## src/rtl/switch_pkg.sv

```systemverilog
// Shared types for the switch egress port: byte type, egress FSM states
// and the FIFO entry layout that carries the end-of-packet flag.
package switch_pkg;

    localparam int PORT_W = 8;

    typedef logic [PORT_W-1:0] byte_t;

    typedef enum logic [1:0] {
        IDLE,
        OFFER,
        GAP
    } out_state_e;

    typedef struct packed {
        logic  last;
        byte_t data;
    } fifo_ent_t;

endpackage

```

## src/rtl/sync_fifo.sv

```systemverilog
// Generic single-clock first-word-fall-through FIFO.
// rdata always shows the head entry while the FIFO is non-empty.
// full/empty come from read/write pointers that carry one extra wrap bit.
module sync_fifo #(
    parameter int WIDTH = 9,
    parameter int DEPTH = 64
) (
    input  logic             clk,
    input  logic             rst_n,
    input  logic             push,
    input  logic [WIDTH-1:0] wdata,
    input  logic             pop,
    output logic [WIDTH-1:0] rdata,
    output logic             full,
    output logic             empty
);

    localparam int AW = $clog2(DEPTH);

    logic [WIDTH-1:0] mem [DEPTH];
    logic [AW:0]      wr_ptr;
    logic [AW:0]      rd_ptr;

    assign empty = (wr_ptr == rd_ptr);
    assign full  = (wr_ptr[AW] != rd_ptr[AW]) && (wr_ptr[AW-1:0] == rd_ptr[AW-1:0]);
    assign rdata = mem[rd_ptr[AW-1:0]];

    // Storage write; contents are only meaningful between the pointers.
    // NOTE: the storage array has no reset -- the pointers alone define what is valid,
    // and leaving the array unreset lets it map onto RAM.
    always_ff @(posedge clk) begin
        if (push && !full) begin
            mem[wr_ptr[AW-1:0]] <= wdata;
        end
    end

    // Pointer update; both wrap naturally modulo 2*DEPTH.
    // NOTE: sequential state always uses non-blocking '<=' so every flop samples
    // pre-edge values regardless of statement order.
    always_ff @(posedge clk or negedge rst_n) begin
        if (!rst_n) begin
            wr_ptr <= '0;
            rd_ptr <= '0;
        end else begin
            if (push && !full) begin
                wr_ptr <= wr_ptr + 1'b1;
            end
            if (pop && !empty) begin
                rd_ptr <= rd_ptr + 1'b1;
            end
        end
    end

endmodule

```

## src/rtl/switch_out_port.sv

```systemverilog
// Switch egress port, store-and-forward.
// The fabric writes bytes into a FIFO. port_ready is advertised only while a
// complete packet is buffered. The reader then pulls one byte per port_read.
// Optional build macro SWITCH_OUT_PORT_STATS_EN adds the stat_pkts and
// stat_bytes counters and their ports.
module switch_out_port
    import switch_pkg::*;
#(
    parameter int DEPTH    = 64,
    parameter int MAX_PKTS = 8
) (
    input  logic        clk,
    input  logic        rst_n,
    input  logic [7:0]  in_data,
    input  logic        in_valid,
    input  logic        in_last,
    output logic        in_ready,
    output logic [7:0]  port_out,
    output logic        port_ready,
    input  logic        port_read
`ifdef SWITCH_OUT_PORT_STATS_EN
    ,
    output logic [15:0] stat_pkts,
    output logic [31:0] stat_bytes
`endif
);

    localparam int                 CNT_W   = $clog2(MAX_PKTS + 1);
    localparam logic [CNT_W-1:0]   MAX_CNT = CNT_W'(MAX_PKTS);

    out_state_e       state;
    out_state_e       state_nxt;
    logic [CNT_W-1:0] pkt_cnt;
    fifo_ent_t        wr_ent;
    fifo_ent_t        head;
    logic             fifo_full;
    logic             fifo_empty;
    logic             wr_en;
    logic             wr_last;
    logic             rd_en;
    logic             rd_last;

    // Backpressure depends on registered state only, so a pop in this
    // cycle cannot open in_ready in the same cycle.
    assign in_ready = !fifo_full && (pkt_cnt < MAX_CNT);
    assign wr_en    = in_valid && in_ready;
    assign wr_last  = wr_en && in_last;
    assign wr_ent   = {in_last, in_data};
    assign rd_last  = rd_en && head.last;

    assign port_ready = (state == OFFER);

    sync_fifo #(
        .WIDTH ($bits(fifo_ent_t)),
        .DEPTH (DEPTH)
    ) u_fifo (
        .clk   (clk),
        .rst_n (rst_n),
        .push  (wr_en),
        .wdata (wr_ent),
        .pop   (rd_en),
        .rdata (head),
        .full  (fifo_full),
        .empty (fifo_empty)
    );

    // Egress FSM next state and pop decision.
    // NOTE: every output of this block gets a default first, so no path can infer a latch.
    always_comb begin
        state_nxt = state;
        rd_en     = 1'b0;
        unique case (state)
            IDLE: begin
                if (pkt_cnt != '0) begin
                    state_nxt = OFFER;
                end
            end
            OFFER: begin
                if (port_read && !fifo_empty) begin
                    rd_en = 1'b1;
                    if (head.last) begin
                        state_nxt = GAP;
                    end
                end
            end
            GAP: begin
                state_nxt = IDLE;
            end
            default: begin
                state_nxt = IDLE;
            end
        endcase
    end

    // State register and registered output byte (held until the next pop).
    always_ff @(posedge clk or negedge rst_n) begin
        if (!rst_n) begin
            state    <= IDLE;
            port_out <= '0;
        end else begin
            state <= state_nxt;
            if (rd_en) begin
                port_out <= head.data;
            end
        end
    end

    // Complete-packet counter; a simultaneous last-write and last-read cancel out.
    always_ff @(posedge clk or negedge rst_n) begin
        if (!rst_n) begin
            pkt_cnt <= '0;
        end else begin
            unique case ({wr_last, rd_last})
                2'b10:   pkt_cnt <= pkt_cnt + 1'b1;
                2'b01:   pkt_cnt <= pkt_cnt - 1'b1;
                default: pkt_cnt <= pkt_cnt;
            endcase
        end
    end

`ifdef SWITCH_OUT_PORT_STATS_EN
    // Free-running statistics; both counters wrap silently.
    always_ff @(posedge clk or negedge rst_n) begin
        if (!rst_n) begin
            stat_pkts  <= '0;
            stat_bytes <= '0;
        end else begin
            if (rd_en) begin
                stat_bytes <= stat_bytes + 1'b1;
            end
            if (rd_last) begin
                stat_pkts <= stat_pkts + 1'b1;
            end
        end
    end
`endif

endmodule

```

## config.mk

```make
export PLATFORM = sky130hd
export DESIGN_NAME = switch_out_port
export DESIGN_NICKNAME = d
export VERILOG_FILES = /design/src/rtl/switch_pkg.sv /design/src/rtl/sync_fifo.sv /design/src/rtl/switch_out_port.sv
export SDC_FILE = /design/constraint.sdc
export NUM_CORES = 1
export LEC_CHECK = 0
export BUFFER_PORTS_ARGS = -buffer_cell sky130_fd_sc_hd__buf_2
export CAP_MARGIN = 20
export CORE_ASPECT_RATIO = 1.1
export CORE_MARGIN = 5
export CORE_UTILIZATION = 49
export CTS_CLUSTER_SIZE = 14
export DETAILED_ROUTE_END_ITERATION = 16
export GPL_TIMING_DRIVEN = 0
export PLACE_DENSITY = 0.67
export SLEW_MARGIN = 20
export SYNTH_ARGS = -nofsm -noshare
export SYNTH_HDL_FRONTEND = slang
export SYNTH_SLANG_ARGS = --single-unit
export TNS_END_PERCENT = 50
```

## constraint.sdc

```tcl
create_clock -name clk -period 3.14 [get_ports clk]
set_clock_uncertainty 0.2 [all_clocks]
set_input_delay 0.785 -clock clk [delete_from_list [all_inputs] [get_ports clk]]
set_output_delay 0.785 -clock clk [all_outputs]
set_load 0.005 [all_outputs]
```

==> out/summary.log, run 1 <==
qor: run_status.outcome finished, violations left
qor: run_status.failed_checks negative setup slack
qor: critical_path.crit_cells 16
qor: critical_path.largest_stage_delay_on_the_critical_path 560 ps
qor: logic_synthesis.post_synth.cell_area_avg 19.5 sq um
qor: sta.fmax 293 MHz
qor: place.dp_hpwl 40600 microns
qor: layout.final-seq-area 18000 sq um
qor: logic_synthesis.synth_top_flop_cell edfxtp_1
qor: clock_network.worstSkewPairLatency 610 ps
qor: global_routing.grt_max_degree 66
qor: layout.layout-drive-gt1-share 0.300
qor: route.drt-pass1-iter-count 5
qor: clock_network.cts.reportedPaths.clkPinSlew 60 ps
qor: layout.stdcell_count 2061
qor: layout.most_frequent_standard_cell_in_the_layout_excluding_fill_and_tap_cells edfxtp_1
qor: clock_network.tritoncts done
qor: global_routing.grt_pass1_vias 12900
qor: logic_synthesis.synth.top_cells.by_area edfxtp_1 72%, mux4_2 7.2%, dfrtp_1 2.9%, mux2i_1 2.9%, mux4_1 2.3%
qor: floorplan.floorplan.die_area 53800 sq um
qor: clock_network.hold_buf_cts 0
qor: critical_path.critical_path.reg2reg.endpoint pkt_cnt[2]
qor: critical_path.path_cells buf_12 -> buf_16 -> buf_8 -> mux4_2 -> mux2i_2 -> a221oi_2 -> o211ai_1 -> buf_4 -> a21oi_4 -> ha_4 -> xor2_2 -> ha_4 -> a21oi_2 -> xor2_1 -> nor2_1 -> xor2_1
qor: global_routing.grt_util_all_layers 0.240
qor: sta.rsz0062_at_grt yes
qor: critical_path.reg2regPathDepth 16
qor: route.detail_route.wirelength 65600 microns
qor: power_and_ir_drop.static-leakage-power 9.19 nW
qor: logic_synthesis.postSynth.asyncResetShare 0.0464
qor: route.route.detailed.drc 0
qor: route.post_drt_wl_per_cell 31.9 microns
qor: floorplan.core_area 48900 sq um
qor: floorplan.die_y 243 microns
qor: clock_network.htreeDepth 2
qor: layout.num-nets-final 1380
qor: clock_network.tritoncts.num_buffers 57
qor: sta.setup_ws_post_layout -277 ps
qor: clock_network.cts_buffer_depth 3
qor: min_path.class_of_the_most_critical_hold_timing_path in -> async
qor: route.drt_iter0_markers 1675
qor: logic_synthesis.ys_seq_area_frac 0.745
qor: sta.period_minus_slack 3420 ps
qor: critical_path.path_buf_inv 4
qor: logic_synthesis.post_synth_edffs 576
qor: logic_synthesis.syn_area 24200 sq um
qor: logic_synthesis.synth_cell_type_count 72
qor: logic_synthesis.synthCells 1236
qor: sta.fin_crit_sh 1.09
qor: layout.n_fill_cell 3557
qor: critical_path.cp.arrival 3710 ps
qor: logic_synthesis.synth_top_cell_by_area edfxtp_1
qor: layout.multi_input_comb_area 6310 sq um
qor: floorplan.floorplan.die.width 222 microns
qor: logic_synthesis.post-synth-top-area-fraction 0.716
qor: layout.mostFrequentLayoutCells 576 x edfxtp_1, 77 x mux4_2, 69 x mux2i_1
qor: job.max_cap_viol 0
qor: route.antenna_left 0
qor: sta.timing_hold_violations_final 0
qor: critical_path.worst_setup_path_start_kind register
qor: logic_synthesis.synth.ff_latch_count 604
qor: clock_network.clkSinkCount 604
qor: place.numPlacedInstances 1910
qor: place.place_congestion 1.01
qor: clock_network.root_buffer clkbuf_16
qor: place.placed_inst_area 25100 sq um
qor: route.drt-vias-per-instance 6.33
qor: critical_path.critical_path_fanout_max 8
qor: critical_path.critical_path.top_delay_family multiplexers
qor: critical_path.critPathLaunch u_fifo.rd_ptr[0]
qor: critical_path.worst_setup_path_end_kind register
qor: power_and_ir_drop.ir_worst_vdd 0.590 mV
qor: floorplan.initial_core_util 0.494
qor: floorplan.core.rowCount 85
qor: critical_path.timing.rr.start u_fifo.rd_ptr[0]
qor: power_and_ir_drop.cellPowerDensity 896 nW/um^2
qor: logic_synthesis.synth_nets 1254
qor: logic_synthesis.yosysWarningCount 0
qor: power_and_ir_drop.power.total 25.4 mW
qor: layout.flow.area_growth_from_synthesis 17.4%
qor: critical_path.crit_slowest_cell mux4_2
qor: critical_path.required 3430 ps
qor: global_routing.grt_antenna_before_repair 1
qor: layout.finish.instance_area 28400 sq um
qor: critical_path.cp-endpoint pkt_cnt[2]
qor: sta.final-max-slew-violation-count 0
qor: critical_path.timing.setup.critical_path_class reg -> reg
qor: global_routing.grt_first_pass_wirelength 93500 microns
qor: sta.tightest_slew 1130 ps
qor: global_routing.gr-total-overflow 0
qor: sta.maxSlewHeadroom 0.243
qor: layout.final_core_utilization 0.580
qor: critical_path.regToRegSetupSlack -280 ps
qor: sta.setup-violations-final 7
qor: place.io_buffer_count 22
qor: route.route.vias.total 13000
qor: floorplan.io_pins 23
## where the power goes
| part | switching, mW | internal [mW] |
|---|---|---|
| Clock | 2.93 | 3.75 |
| Combinational | 5.58 | 3.73 |
| Sequential | 0.259 | 9.18 |
## synth_stat cells, drive strengths merged (9+ instances only)
master  instances
edfxtp        576
nand3          13
a22oi          31
mux2           36
xor2           12
dfrtp          28
nand4          11
o22ai          16
clkbuf         19
nand2          28
xnor2          13
nor3           11
a21oi          10
nor2           81
mux4           98
buf            55
nand3b          9
mux2i          70
a31oi           9
nor2b           9
o21ai           9
## stage by stage
step	setup slack (ps)	hold WS, ps	TNS [ps]
6_report	-277	38.2	-1010
5_1_grt	-460	65.3	-2110
4_1_cts	-253	52.9	-40550
3_5_place_dp	-1160	305	-172510
3_3_place_gp	-1190	290	-132630
2_1_floorplan	1.15	257	0
## routing by layer
| layer | routed length [microns] | GRT usage | vias up |
|---|---|---|---|
| met5 | 0 | 0 | - |
| li1 | - | - | 5342 |
| met2 | 30700 | 0.374 | 759 |
| met1 | 25300 | 0.337 | 6788 |
| met3 | 6620 | 0.0528 | 160 |
| met4 | 3040 | 0.0907 | 0 |
## registers in the layout, indices dropped and copies added, names as in the netlist
name / cells
pkt_cnt: 4
port_out: 8
state: 2
u_fifo.mem: 576
u_fifo.rd_ptr: 7
u_fifo.wr_ptr: 7
## worst min path at each step
stage / from / to / slack [ps] / cells after the start
2_1_floorplan: state[1] / state[1] / 260 / 1
3_3_place_gp: state[1] / state[1] / 290 / 1
3_5_place_dp: state[1] / state[1] / 300 / 1
4_1_cts: rst_n / u_fifo.wr_ptr[3] / 50 / 1
5_1_grt: rst_n / state[0] / 70 / 1
6_report: rst_n / state[0] / 40 / 1
## cells by family (layout without fill, tap and decap cells)
logic type                 count (synthesis)  in the layout  share of synthesized area
AOI/OAI and AO/OA                        127            127                     0.0397
xor gates and xnor gates                  25             25                    0.00906
adders and majority gates                  5              5                    0.00259
buffers and inverters                     80            251                     0.0216
DFF                                      604            604                      0.745
muxes                                    204            204                      0.141
other                                      0              1                          0
and+or+nand+nor                          191            192                     0.0415
## final cells by class
type                    instances  area share
plain buffers                  69      0.0264
clock inverters                28     0.00750
inverters                       6    0.000794
clock buffers                  77      0.0555
diodes                          1   0.0000882
flip-flops and latches        604       0.635
well taps                     652      0.0288
repair buffers                 71      0.0237
multi-input cells             553       0.223
## what timing repair did
item / CTS / global route
cloned: 0 / 1
setup buffers: 27 / 23
gates resized for setup: 195 / 55
pin swaps: 18 / 17
endpoints found under the setup margin: 589 / 513
(Power assumes the default switching activity.)
==> run 2: changes to the inputs <==
ABC_AREA = 1   (was unset)
==> out/summary.log, run 2 <==
qor: global_routing.grt_util_all_layers 0.320 [was 0.240]
qor: logic_synthesis.syn_area 25200 sq um [was 24200 sq um]
qor: min_path.class_of_the_most_critical_hold_timing_path in -> async [unchanged]
qor: clock_network.cts_buffer_depth 3 [unchanged]
qor: route.detail_route.wirelength 90800 microns [was 65600 microns]
qor: layout.final_core_utilization 0.576 [was 0.580]
qor: logic_synthesis.synth_most_common_cell edfxtp_1 [unchanged]
qor: global_routing.grt_first_pass_wirelength 125000 microns [was 93500 microns]
qor: clock_network.tritoncts done [unchanged]
qor: logic_synthesis.yosysWarningCount 0 [unchanged]
qor: floorplan.core.rowCount 87 [was 85]
qor: sta.rsz0062_at_grt yes [unchanged]
qor: sta.worst_case_hold_slack 60.8 ps [was 38.2 ps]
qor: job.max_cap_viol 0 [unchanged]
qor: route.drt-vias-per-instance 6.02 [was 6.33]
qor: power_and_ir_drop.p_sw 12.5 mW [was 8.76 mW]
qor: place.place_congestion 1.00 [was 1.01]
qor: logic_synthesis.synth_cell_type_count 32 [was 72]
qor: logic_synthesis.synth_top_flop_cell edfxtp_1 [unchanged]
qor: sta.fmax 302 MHz [was 293 MHz]
qor: route.drt_iter0_markers 2669 [was 1675]
qor: floorplan.core_area 51100 sq um [was 48900 sq um]
qor: layout.largest_register_ffs 576 [unchanged]
qor: place.dp_worst_slack -891 ps [was -1160 ps]
qor: logic_synthesis.synth_nets 2234 [was 1254]
qor: logic_synthesis.postSynth.asyncResetShare 0.0464 [unchanged]
qor: power_and_ir_drop.power.share.switching 0.423 [was 0.345]
qor: layout.most_frequent_standard_cell_in_the_layout_excluding_fill_and_tap_cells edfxtp_1 [unchanged]
qor: power_and_ir_drop.p_comb_frac 0.440 [was 0.366]
qor: route.route.detailed.drc 0 [unchanged]
qor: global_routing.grt_max_degree 66 [unchanged]
qor: logic_synthesis.post_synth.cell_area_avg 11.4 sq um [was 19.5 sq um]
qor: sta.fin_crit_sh 1.06 [was 1.09]
qor: power_and_ir_drop.power.clock.fraction 0.245 [was 0.263]
qor: logic_synthesis.synth.top_cells.by_area edfxtp_1 69%, nor2_1 7.0%, nand2_1 6.3%, o21ai_0 4.3%, nand3_1 3.2% [was edfxtp_1 72%, mux4_2 7.2%, dfrtp_1 2.9%, mux2i_1 2.9%, mux4_1 2.3%]
qor: sta.final-max-slew-violation-count 0 [unchanged]
qor: power_and_ir_drop.pwr-share-seq 0.315 [was 0.371]
qor: logic_synthesis.post_synth_edffs 576 [unchanged]
qor: critical_path.worst_setup_path_end_kind register [unchanged]
qor: floorplan.floorplan.die_area 56000 sq um [was 53800 sq um]
qor: route.route.vias.total 18400 [was 13000]
qor: place.dp_hpwl 58400 microns [was 40600 microns]
qor: logic_synthesis.ys_seq_area_frac 0.715 [was 0.745]
qor: power_and_ir_drop.ir_worst_vdd 0.609 mV [was 0.590 mV]
qor: critical_path.regToRegSetupSlack -170 ps [was -280 ps]
qor: floorplan.io_pins 23 [unchanged]
qor: critical_path.timing.rr.start u_fifo.rd_ptr[5] [was u_fifo.rd_ptr[0]]
qor: layout.finish.instance_area 29400 sq um [was 28400 sq um]
qor: route.post_drt_wl_per_cell 29.6 microns [was 31.9 microns]
qor: layout.flow.area_growth_from_synthesis 16.9% [was 17.4%]
qor: critical_path.reg2regPathDepth 9 [was 16]
qor: floorplan.die_y 248 microns [was 243 microns]
qor: power_and_ir_drop.cellPowerDensity 1000 nW/um^2 [was 896 nW/um^2]
qor: logic_synthesis.synth.ff_latch_count 604 [unchanged]
qor: clock_network.cts.reportedPaths.clkPinSlew 70 ps [was 60 ps]
qor: critical_path.timing.setup.critical_path_class reg -> reg [unchanged]
qor: clock_network.htreeDepth 2 [unchanged]
qor: critical_path.critical_path_fanout_max 9 [was 8]
qor: power_and_ir_drop.static-leakage-power 10.6 nW [was 9.19 nW]
qor: place.placed_inst_area 26200 sq um [was 25100 sq um]
qor: critical_path.worst_setup_path_start_kind register [unchanged]
qor: power_and_ir_drop.power.total 29.5 mW [was 25.4 mW]
qor: floorplan.initial_core_util 0.493 [was 0.494]
qor: clock_network.worstSkewPairLatency 640 ps [was 610 ps]
qor: sta.tightest_slew 1220 ps [was 1130 ps]
qor: logic_synthesis.synthCells 2216 [was 1236]
qor: clock_network.tritoncts.num_buffers 59 [was 57]
qor: global_routing.grt_pass1_vias 17400 [was 12900]
qor: logic_synthesis.synth_top_cell_by_area edfxtp_1 [unchanged]
qor: layout.mostFrequentLayoutCells 576 x edfxtp_1, 413 x nand2_1, 411 x nor2_1 [was 576 x edfxtp_1, 77 x mux4_2, 69 x mux2i_1]
qor: run_status.failed_checks negative setup slack [unchanged]
qor: route.antenna_left 0 [unchanged]
qor: sta.setup-violations-final 192 [was 7]
qor: sta.period_minus_slack 3310 ps [was 3420 ps]
qor: sta.maxSlewHeadroom 0.182 [was 0.243]
qor: place.io_buffer_count 22 [unchanged]
qor: logic_synthesis.list_of_most_frequent_post_synthesis_cells 576 x edfxtp_1, 472 x nor2_1, 425 x nand2_1, 214 x o21ai_0, 159 x nand3_1 [was 576 x edfxtp_1, 81 x nor2_1, 77 x mux4_2, 70 x mux2i_1, 34 x mux2_2]
qor: global_routing.gr-total-overflow 0 [unchanged]
qor: power_and_ir_drop.power_report.internal_total 17.0 mW [was 16.6 mW]
qor: sta.timing_hold_violations_final 0 [unchanged]
qor: logic_synthesis.post-synth-top-area-fraction 0.687 [was 0.716]
qor: layout.layout-drive-gt1-share 0.161 [was 0.300]
qor: critical_path.cp.arrival 3370 ps [was 3710 ps]
qor: global_routing.grt_antenna_before_repair 2 [was 1]
qor: critical_path.required 3200 ps [was 3430 ps]
qor: floorplan.floorplan.die.width 226 microns [was 222 microns]
qor: run_status.outcome finished, violations left [unchanged]
qor: layout.num-nets-final 2362 [was 1380]
qor: clock_network.root_buffer clkbuf_16 [unchanged]
qor: critical_path.critical_path.reg2reg.endpoint u_fifo.mem[2][8] [was pkt_cnt[2]]
qor: sta.setup_ws_post_layout -174 ps [was -277 ps]
qor: clock_network.clkSinkCount 604 [unchanged]
qor: route.drt-pass1-iter-count 8 [was 5]
-- run 2: cell count changes after synthesis, moves of 29 or more --
cell	delta
nand2_1	+397
nor2_1	+391
o21ai_0	+206
nand3_1	+146
mux4_2	-77
mux2i_1	-70
inv_1	+66
mux2_2	-34
a22oi_1	-31
o21ai_1	+29
-- run 2: cell families after synthesis --
kind of cell    Yosys count  synth area share
buf+inv                 205            0.0407
compound gates          303            0.0630
flops                   604             0.715
simple gates           1084             0.174
xor+xnor                 15           0.00522
fa+ha+maj                 5           0.00249
-- run 2: critical path, cell delays in order (launching register included) --
cell and delay (ps):
dfrtp_1 510, inv_1 200, nand2_1 80, nand4_1 110
nand3b_1 140, and2_4 170, nand2_4 70, inv_4 100
nand2_1 580, nor2_2 790
-- run 2: per-layer routing --
layer	part of all wire	GRT usage	wire [microns]	vias up
li1	-	-	-	7916
met1	0.36	0.427	33100	8936
met2	0.45	0.491	41100	1286
met3	0.12	0.0746	10900	297
met4	0.063	0.171	5720	0
met5	0	0	0	-
-- run 2: repair_timing --
| item | 4_1_cts | 5_1_grt |
|---|---|---|
| cloned | 1 | 3 |
| hold buffers | 0 | 0 |
| buffers inserted | 21 | 20 |
| endpoints found under the setup margin | 487 | 447 |
| pin swaps | 14 | 20 |
| gates resized for setup | 171 | 115 |
-- run 2: power groups by stage --
stage | registers, mW | logic (mW) | clock network [mW]
final | 9.31 | 13.0 | 7.22
after global routing | 9.33 | 13.5 | 7.56
after CTS | 9.29 | 11.7 | 7.23
after detailed placement | 9.46 | 10.8 | 0
after global placement | 9.46 | 10.7 | 0
after floorplan | 9.40 | 5.88 | 0
-- run 2: final cells by class --
class	instances	area, sq um
antenna	1	2.50
fill	4155	21600
tap	667	835
multi-input combinational	1407	6640
buffer	120	1030
clock buffer	76	1590
inverter	81	317
timing repair buffer	71	637
sequential	604	18000
clock inverter	36	354
-- run 2: per-stage QoR --
| stage | setup TNS (ps) | cells |
|---|---|---|
| 2_1_floorplan | 0 | 2216 |
| 3_3_place_gp | -113530 | 2905 |
| 3_5_place_dp | -106990 | 2909 |
| 4_1_cts | -43400 | 3041 |
| 5_1_grt | -29210 | 3062 |
| 6_report | -19520 | 3063 |
-- run 2: worst max-delay path by stage --
stage                     slack, ps                end             start  cells past startpoint
after global routing           -230   u_fifo.mem[2][8]  u_fifo.rd_ptr[4]                     10
after global placement        -1630   u_fifo.mem[7][6]  u_fifo.rd_ptr[4]                      7
after detailed placement       -890         pkt_cnt[2]  u_fifo.rd_ptr[1]                     17
after CTS                      -360  u_fifo.mem[50][7]  u_fifo.rd_ptr[4]                     10
final                          -170   u_fifo.mem[2][8]  u_fifo.rd_ptr[5]                      9
after floorplan                 380         pkt_cnt[2]  u_fifo.rd_ptr[0]                     19
==> run 3: changes to the inputs <==
RECOVER_POWER = 100   (was unset)
==> out/summary.log, run 3 (synthesis gave the netlist of run 2 again) <==
qor: sta.period_minus_slack 3350 ps [was 3310 ps]
qor: place.dp_worst_slack -891 ps [unchanged]
qor: critical_path.path_buf_inv 3 [was 2]
qor: layout.mostFrequentLayoutCells 576 x edfxtp_1, 413 x nand2_1, 411 x nor2_1 [unchanged]
qor: critical_path.critPathLaunch u_fifo.rd_ptr[4] [was u_fifo.rd_ptr[5]]
qor: sta.final-max-slew-violation-count 484 [was 0]
qor: critical_path.regToRegSetupSlack -210 ps [was -170 ps]
qor: route.detail_route.wirelength 90800 microns [about the same]
qor: power_and_ir_drop.power_report.internal_total 17.1 mW [was 17.0 mW]
qor: global_routing.gr-usage-met2 0.491 [unchanged]
qor: floorplan.core.rowCount 87 [unchanged]
qor: sta.rsz0062_at_grt yes [unchanged]
qor: sta.tightest_slew 2020 ps [was 1220 ps]
qor: power_and_ir_drop.pwr-share-seq 0.316 [was 0.315]
qor: layout.flow.area_growth_from_synthesis 16.8% [was 16.9%]
qor: layout.most_frequent_standard_cell_in_the_layout_excluding_fill_and_tap_cells edfxtp_1 [unchanged]
qor: route.antenna_left 0 [unchanged]
qor: floorplan.initial_core_util 0.493 [unchanged]
qor: global_routing.grt_pass1_vias 17400 [unchanged]
qor: power_and_ir_drop.power.share.switching 0.423 [about the same]
qor: critical_path.cp-endpoint u_fifo.mem[2][6] [was u_fifo.mem[2][8]]
qor: layout.finish.instance_area 29400 sq um [about the same]
qor: place.dp_hpwl 58400 microns [unchanged]
qor: critical_path.timing.setup.critical_path_class reg -> reg [unchanged]
qor: power_and_ir_drop.static-leakage-power 10.6 nW [about the same]
qor: route.route.vias.total 18500 [was 18400]
qor: global_routing.grt_first_pass_wirelength 125000 microns [unchanged]
qor: route.route.detailed.drc 0 [unchanged]
qor: route.drt-vias-per-instance 6.02 [about the same]
qor: global_routing.grt_util_all_layers 0.320 [unchanged]
qor: clock_network.tritoncts.num_buffers 59 [unchanged]
qor: route.drt-pass1-iter-count 7 [was 8]
qor: critical_path.critical_path.top_delay_family simple AND/OR/NAND/NOR gates [unchanged]
qor: critical_path.reg2regPathDepth 10 [was 9]
qor: critical_path.cp.arrival 3410 ps [was 3370 ps]
qor: layout.num-nets-final 2362 [unchanged]
qor: run_status.outcome finished, violations left [unchanged]
qor: route.post_drt_wl_per_cell 29.6 microns [about the same]
qor: sta.timing_hold_violations_final 0 [unchanged]
qor: sta.maxSlewHeadroom -0.347 [was 0.182]
qor: critical_path.critical-path-top-cell-by-count nand2_1 [unchanged]
qor: layout.layout-drive-gt1-share 0.160 [was 0.161]
qor: place.placed_inst_area 26200 sq um [unchanged]
qor: job.max_cap_viol 9 [was 0]
qor: global_routing.gr-total-overflow 0 [unchanged]
qor: run_status.failed_checks max-capacitance violations, max-slew violations, negative setup slack [was negative setup slack]
qor: floorplan.die_y 248 microns [unchanged]
qor: global_routing.grt.met3_usage 0.0746 [unchanged]
qor: critical_path.worst_setup_path_start_kind register [unchanged]
qor: critical_path.crit_slowest_cell nor2_2 [unchanged]
qor: power_and_ir_drop.cellPowerDensity 1000 nW/um^2 [about the same]
qor: critical_path.required 3200 ps [about the same]
qor: sta.fin_crit_sh 1.07 [was 1.06]
qor: floorplan.floorplan.die.width 226 microns [unchanged]
qor: critical_path.critical_path.reg2reg.endpoint u_fifo.mem[2][6] [was u_fifo.mem[2][8]]
qor: sta.setup_ws_post_layout -206 ps [was -174 ps]
qor: clock_network.worstSkewPairLatency 640 ps [about the same]
qor: power_and_ir_drop.p_comb_frac 0.440 [about the same]
qor: place.place_congestion 1.00 [unchanged]
qor: critical_path.largest_stage_delay_on_the_critical_path 820 ps [was 790 ps]
qor: clock_network.htreeDepth 2 [unchanged]
qor: power_and_ir_drop.ir_worst_vdd 0.610 mV [was 0.609 mV]
qor: power_and_ir_drop.power.clock.fraction 0.244 [was 0.245]
qor: critical_path.worst_setup_path_end_kind register [unchanged]
qor: sta.fmax 299 MHz [was 302 MHz]
qor: critical_path.crit_cells 10 [was 9]
qor: critical_path.critical_path_fanout_max 9 [unchanged]
qor: sta.setup-violations-final 193 [was 192]
qor: clock_network.root_buffer clkbuf_16 [unchanged]
qor: clock_network.cts_buffer_depth 3 [unchanged]
qor: power_and_ir_drop.p_sw 12.5 mW [about the same]
qor: min_path.class_of_the_most_critical_hold_timing_path reg -> reg [was in -> async]
qor: layout.final_core_utilization 0.576 [about the same]
qor: floorplan.floorplan.die_area 56000 sq um [unchanged]
qor: clock_network.cts.reportedPaths.clkPinSlew 60 ps [was 70 ps]
qor: critical_path.path_cells clkbuf_4 -> inv_6 -> nand2_1 -> nand4_1 -> nand3b_1 -> and2_4 -> nand2_4 -> inv_4 -> nand2_1 -> nor2_2 [was inv_1 -> nand2_1 -> nand4_1 -> nand3b_1 -> and2_4 -> nand2_4 -> inv_4 -> nand2_1 -> nor2_2]
qor: clock_network.clkSinkCount 604 [unchanged]
qor: clock_network.tritoncts done [unchanged]
qor: global_routing.grtUsageMet1 0.427 [unchanged]
qor: global_routing.grt_antenna_before_repair 3 [was 2]
qor: critical_path.timing.rr.start u_fifo.rd_ptr[4] [was u_fifo.rd_ptr[5]]
qor: layout.largest_register_ffs 576 [unchanged]
qor: route.drt_iter0_markers 2733 [was 2669]
qor: global_routing.grt_max_degree 66 [unchanged]
qor: floorplan.core_area 51100 sq um [unchanged]
qor: floorplan.io_pins 23 [unchanged]
qor: global_routing.gr-max-usage-layer met2 [unchanged]
qor: place.io_buffer_count 22 [unchanged]
-- run 3: changes by cell type in the layout (fill, tap and decap cells not counted), sizes merged --
cell and change:
buf -11, clkbuf +11, diode +3
-- run 3: how the worst min path moves through the flow --
stage                startpoint          endpoint  slack, ps  cells after the start
floorplan           port_out[0]       port_out[0]        270                      2
global placement    port_out[4]       port_out[4]        270                      2
detailed placement  port_out[4]       port_out[4]        270                      2
CTS                       rst_n       port_out[5]         70                      1
global route           in_valid  u_fifo.wr_ptr[0]        330                      3
finish              port_out[4]       port_out[4]        280                      2
-- run 3: cell type report --
type | count | area (sq um)
Tap cell | 667 | 835
Inverter | 81 | 317
Multi-Input combinational cell | 1407 | 6640
Clock inverter | 36 | 354
Buffer | 120 | 1030
Fill cell | 4158 | 21700
Timing Repair Buffer | 71 | 609
Sequential cell | 604 | 18000
Clock buffer | 76 | 1590
Antenna cell | 4 | 10.0
-- run 3: power groups by stage --
stage | logic (mW) | clock network (mW) | registers (mW)
detailed placement | 10.8 | 0 | 9.46
global placement | 10.7 | 0 | 9.46
floorplan | 5.88 | 0 | 9.40
global route | 13.5 | 7.56 | 9.34
CTS | 11.7 | 7.23 | 9.29
finish | 13.0 | 7.22 | 9.32
-- run 3: worst min-delay path: stages (launching register included) --
cell	delay (ps)
dfrtp_1	340
nand2_1	60
nand2_1	50
-- run 3: layer usage --
layer	vias to the layer above	wire length, microns
met5	-	0
met1	9033	33500
met2	1230	41500
li1	7912	-
met3	278	10400
met4	0	5370
-- run 3: repair_timing --
item	in CTS	in global routing
hold buffers	0	0
pin swaps	14	20
buffers inserted	21	20
resized for setup	171	115
setup endpoints to repair	487	447
gates cloned	1	3
-- run 3: through the flow --
step           total power, mW  hold slack, ps  std cells  TNS (ps)
6_report                  29.5             284       3066    -18750
4_1_cts                   28.2            66.2       3041    -43400
3_3_place_gp              20.1             269       2905   -113530
3_5_place_dp              20.3             271       2909   -106990
5_1_grt                   30.4             327       3062    -29210
2_1_floorplan             15.3             272       2216         0
